**src/rtl/line_burst_adapter.sv**
```systemverilog
// line_burst_adapter: turns single 256-bit line requests into four-beat 64-bit bursts toward memory
module line_burst_adapter #(
    parameter int LINE_W = 256,
    parameter int BEAT_W = 64
) (
    input  logic              clk,
    input  logic              rst_n,
    input  logic [31:0]       pmem_address,
    input  logic              pmem_read,
    input  logic              pmem_write,
    input  logic [LINE_W-1:0] pmem_wdata,
    output logic [LINE_W-1:0] pmem_rdata,
    output logic              pmem_resp,
    output logic [31:0]       burst_address,
    output logic              burst_read,
    output logic              burst_write,
    output logic [BEAT_W-1:0] burst_wdata,
    input  logic [BEAT_W-1:0] burst_rdata,
    input  logic              burst_resp
);
    localparam int BEATS = LINE_W / BEAT_W;
    localparam int BW = $clog2(BEATS);

    typedef enum logic [1:0] {IDLE, RD, WR, DONE} state_t;

    state_t            state, state_nx;
    logic [BW-1:0]     beat;
    logic [LINE_W-1:0] line_q;
    logic              last;
    logic              unused_addr;

    assign unused_addr   = ^pmem_address[4:0];
    assign last          = beat == BW'(BEATS - 1);
    assign burst_read    = state == RD;
    assign burst_write   = state == WR;
    assign pmem_resp     = state == DONE;
    assign burst_wdata   = (state == WR) ? line_q[beat*BEAT_W +: BEAT_W] : '0;

    // next-state: write wins on accept, last acknowledged beat ends the burst
    always_comb begin
        state_nx = state;
        case (state)
            IDLE: state_nx = pmem_write ? WR : pmem_read ? RD : IDLE;
            RD, WR: state_nx = (burst_resp && last) ? DONE : state;
            DONE: state_nx = IDLE;
            default: state_nx = IDLE;
        endcase
    end

    // state, latched request, beat counter and read-line assembly
    always_ff @(posedge clk or negedge rst_n) begin
        if (!rst_n) begin
            state         <= IDLE;
            beat          <= '0;
            line_q        <= '0;
            pmem_rdata    <= '0;
            burst_address <= '0;
        end else begin
            state <= state_nx;
            if (state == IDLE && (pmem_read || pmem_write)) begin
                burst_address <= {pmem_address[31:5], 5'b0};
                beat          <= '0;
            end
            if (state == IDLE && pmem_write)
                line_q <= pmem_wdata;
            if ((state == RD || state == WR) && burst_resp)
                beat <= beat + BW'(1);
            if (state == RD && burst_resp)
                pmem_rdata[beat*BEAT_W +: BEAT_W] <= burst_rdata;
        end
    end
endmodule

```
**config.mk**
```make
export PLATFORM = sky130hd
export DESIGN_NAME = line_burst_adapter
export DESIGN_NICKNAME = d
export VERILOG_FILES = /design/src/rtl/line_burst_adapter.sv
export SDC_FILE = /design/constraint.sdc
export NUM_CORES = 1
export LEC_CHECK = 0
export BUFFER_PORTS_ARGS = -buffer_cell sky130_fd_sc_hd__buf_2
export CORE_AREA = 2 2 279 281
export CTS_CLUSTER_SIZE = 28
export DETAILED_ROUTE_END_ITERATION = 16
export DIE_AREA = 0 0 281 283
export PLACE_DENSITY_LB_ADDON = 0.15
export SLEW_MARGIN = 25
export SYNTH_ARGS = -nofsm -noshare
export SYNTH_HDL_FRONTEND = slang
export SYNTH_SLANG_ARGS = --single-unit
```
**constraint.sdc**
```tcl
create_clock -name clk -period 2.66 [get_ports clk]
set_input_delay 0.665 -clock clk [delete_from_list [all_inputs] [get_ports clk]]
set_output_delay 0.665 -clock clk [all_outputs]
set_load 0.02 [all_outputs]
```
==> metrics list <==
* Run status: complete, but fails checks
* Violations in the final reports: setup timing
* Wire length of the first global-routing pass: 111000 um
* Unrepaired setup endpoints after global routing: yes
- Hold violation total from the final report: 0
- Power density of the placed cells: 1120 mW/mm2
* Via-per-instance ratio: 4.67
* Post-synth top flop: sky130_fd_sc_hd__dfrtp_1
- Detailed routing inserted a total of 16000 vias.
- Synthesized flop and latch total: 543
* Ratio of cells with drive above 1 in the final layout: 0.546
* Pin slew with the least headroom to its limit: 0.565 ns
- Sequential area share after synthesis: 0.608
* Fin Clk Skew: 0.0179 ns
* Category of the worst setup path capture point: primary output
- Initial DRT Pass Iterations: 5
- FP Rows: 102
* Core Region: 0.0767 mm2
- LEAKAGE: 14.5 nW
- Post-layout min period: 2.90 ns
- In the finished design, the share of the clock period the worst path needs comes to 1.09.
- Traced cell by cell, the critical path runs through buf_6, buf_12, mux4_2, and2_1, buf_2.
- The total overflow left after global routing is 0.
* Max stage delay cell, worst path: sky130_fd_sc_hd__mux4_2
- Worst setup path startpoint: beat[0]
* Largest cells by area after synthesis: sky130_fd_sc_hd__dfrtp_1 61%, sky130_fd_sc_hd__mux2_2 14%, sky130_fd_sc_hd__mux4_2 6.4%, sky130_fd_sc_hd__a22o_1 5.9%, sky130_fd_sc_hd__nand2_1 3.6%
* Most instantiated library cell after synthesis: sky130_fd_sc_hd__dfrtp_1
- Adder and majority gate portion of the synthesized area: 0.00560
- Fraction of synthesized area in multiplexers: 0.207
- Setup violations remaining at the end of the flow were counted as 64.
* Highest achievable clock rate: 345 MHz
* Buffer cell driving the clock tree root: sky130_fd_sc_hd__clkbuf_16
- After detailed routing, the total wire length is 74200 um.
- Clock-pin slew was measured on the worst setup and hold paths at 0.06 ns.
* Worst hold path type: in2reg
* Worst path arrival time: 2.23 ns
* Half-perimeter wire length after detailed placement: 53000 um
- The final number of max-transition violations is 0.
- Across every metal layer, demand over resource in global routing totals 0.183.
* Iteration-0 DRC count of the detailed router: 758
- At the end of routability-driven placement, the weighted congestion stood at 0.804.
- Synthesized-area fraction occupied by xor and xnor cells: 0
- Die span in x: 281 um
* Critical path startpoint category: flop
- TritonCTS built the clock tree.
- After layout, the worst setup slack is -0.236 ns.
- Along the worst path, the maximum fanout reaches 8.
- Worst Path Required: 2.00 ns
* Number of enable-type register cells in the synthesized netlist: 0
* Residual antenna-violating net count after detailed routing: 0
* Starting Density: 0.292
- The tightest hold path in the finished design has a slack of 0.273 ns.
- Area fraction in and, or, nand and nor cells after synthesis: 0.0610
- Initial antenna violation count: 49
- On the worst path, the slowest cell contributes a delay of 0.54 ns.
- Entering global routing, the biggest net connects 69 pins.
* Drt drc: 0
- In the final routed layout, each cell accounts on average for 21.6 um.
* Start point of the worst min-delay path: pmem_wdata[199]
- Cts bufs inserted: 61
- Number of violations of the max-capacitance limit: 0
- At the end of the flow, the number of nets in the layout was 2688.
- Number of port buffers: 701
- Counting instances in the post-synthesis netlist gives the leading cell types as 543 x sky130_fd_sc_hd__dfrtp_1, 283 x sky130_fd_sc_hd__mux2_2, 215 x sky130_fd_sc_hd__nand2_1.
- Fraction of post-synthesis cell area in the top cell type by area: 0.608
* Area of the die: 0.0795 mm2
- The number of global-route vias before repair came to 17100.
- The completed layout was analyzed and its total power is 34.1 mW.
- Headroom to the max-slew limit came out at 0.623.
- Total clock sinks: 543
* Async set or reset register ratio after synthesis: 1.00
- The Yosys step of the flow raised 0 warnings.
- Fraction of the mapped netlist area in compound gates: 0.0846
* Post-Place Worst Slack: 0.178 ns
* Class of the most critical setup path: reg2out
- Core utilization of the finished layout: 0.395
* Number of distinct library cells after synthesis: 29
- Mean post-synth cell area: 14.1 um2
- Count of pins on the block boundary: 712
* Startpoint of the worst register-to-register path: beat[0]
* Cell taking the most area after synthesis: sky130_fd_sc_hd__dfrtp_1
- After synthesis the cells add up to 0.0224 mm2.
* Max VDD drop: 565 uV
- The H-tree was split into 2 levels.
- The clock passes through at most 3 buffers.
- The placed instances occupy a cell area of 0.0275 mm2.
- Latest clock arrival within the worst-skew pair: 0.62 ns
- Post-Synthesis Cells: 1591
- The die is 283 um tall.
- Relative to the synthesized area, the layout overhead comes to 35.4%.
- Final design area excluding fillers: 0.0303 mm2
- After synthesis, the largest family of logic cells by area is multiplexers.
-- power by group --
part / switching [mW] / leakage [nW] / total [mW] / internal, mW
registers: 1.57 / 6.92 / 12.8 / 11.2
logic: 6.06 / 6.59 / 12.8 / 6.70
clock network: 3.45 / 1.01 / 8.49 / 5.04
total: 11.1 / 14.5 / 34.1 / 23.0
-- timing repair --
item | 4_1_cts | 5_1_grt
hold buffers | 1 | 0
gates cloned | 3 | 2
setup endpoints to repair | 64 | 64
resized for setup | 128 | 32
hold endpoints to repair | 15 | 0
setup buffers | 10 | 0
-- logic make-up (layout without fill, tap and decap cells) --
logic type | after synthesis | in the layout
other cells | 1 | 27
simple gates | 297 | 297
fa+ha+maj | 10 | 10
flops | 543 | 543
compound gates | 264 | 264
mux | 347 | 347
buf+inv | 129 | 906
-- cell usage in the layout (no fill, tap or decap), types with 9 or more instances in the layout --
cell / synthesis / routed
sky130_fd_sc_hd__mux4_2: 64 / 64
sky130_fd_sc_hd__diode_2: 0 / 22
sky130_fd_sc_hd__buf_12: 0 / 37
sky130_fd_sc_hd__clkbuf_16: 0 / 65
sky130_fd_sc_hd__clkbuf_1: 42 / 18
sky130_fd_sc_hd__buf_6: 21 / 51
sky130_fd_sc_hd__clkbuf_8: 0 / 19
sky130_fd_sc_hd__nand2_1: 215 / 214
sky130_fd_sc_hd__buf_4: 20 / 40
sky130_fd_sc_hd__clkinv_2: 0 / 10
sky130_fd_sc_hd__o21ai_0: 38 / 37
sky130_fd_sc_hd__and2_4: 0 / 47
sky130_fd_sc_hd__a22o_1: 150 / 150
sky130_fd_sc_hd__mux2_2: 283 / 283
sky130_fd_sc_hd__o21ai_1: 71 / 71
sky130_fd_sc_hd__dfrtp_1: 543 / 541
sky130_fd_sc_hd__ha_1: 10 / 9
sky130_fd_sc_hd__and2_1: 64 / 17
sky130_fd_sc_hd__buf_2: 36 / 651
-- through the flow --
| step | TNS (ns) | cells |
|---|---|---|
| after detailed placement | 0 | 3285 |
| after CTS | -19.39 | 3413 |
| after global routing | -19.46 | 3429 |
| after global placement | 0 | 3285 |
| after floorplan | 0 | 1595 |
| final | -12.78 | 3434 |
-- metal layers --
layer / track usage / part of all wire / up-vias
li1: - / - / 7161
met1: 0.211 / 0.38 / 8142
met2: 0.312 / 0.50 / 535
met3: 0.0680 / 0.088 / 152
met4: 0.0582 / 0.024 / 50
met5: 0 / 0.0040 / -
-- flip-flops by register name, indices dropped and copies added, names as in the netlist --
name           flops
line_q           256
burst_address     27
pmem_rdata       256
beat               2
state              2
-- critical path: cells and delay by family (launching register included) --
family / cells / cell delay, ns
muxes: 1 / 0.54
buffers and inverters: 3 / 0.46
DFF: 1 / 0.43
and+or+nand+nor: 1 / 0.18
-- final cells by class --
class	count	area [um2]
well taps	1040	1300
clock buffers	100	1910
fillers	7424	46400
inverters	5	18.8
diodes	22	55.1
flip-flops and latches	543	13600
repair buffers	787	5050
clock inverters	14	128
multi-input cells	923	8240
-- final timing paths --
kind	end	slack (ns)	cells past startpoint
setup reg to reg	pmem_rdata[208]	0.28	9
hold reg to reg	pmem_rdata[193]	0.48	2
max in group asynchronous	line_q[139]	1.25	3
hold / removal	line_q[199]	0.27	2
setup / recovery	burst_wdata[1]	-0.24	5
min in group asynchronous	pmem_rdata[171]	0.58	2
(Power assumes the default switching activity.)
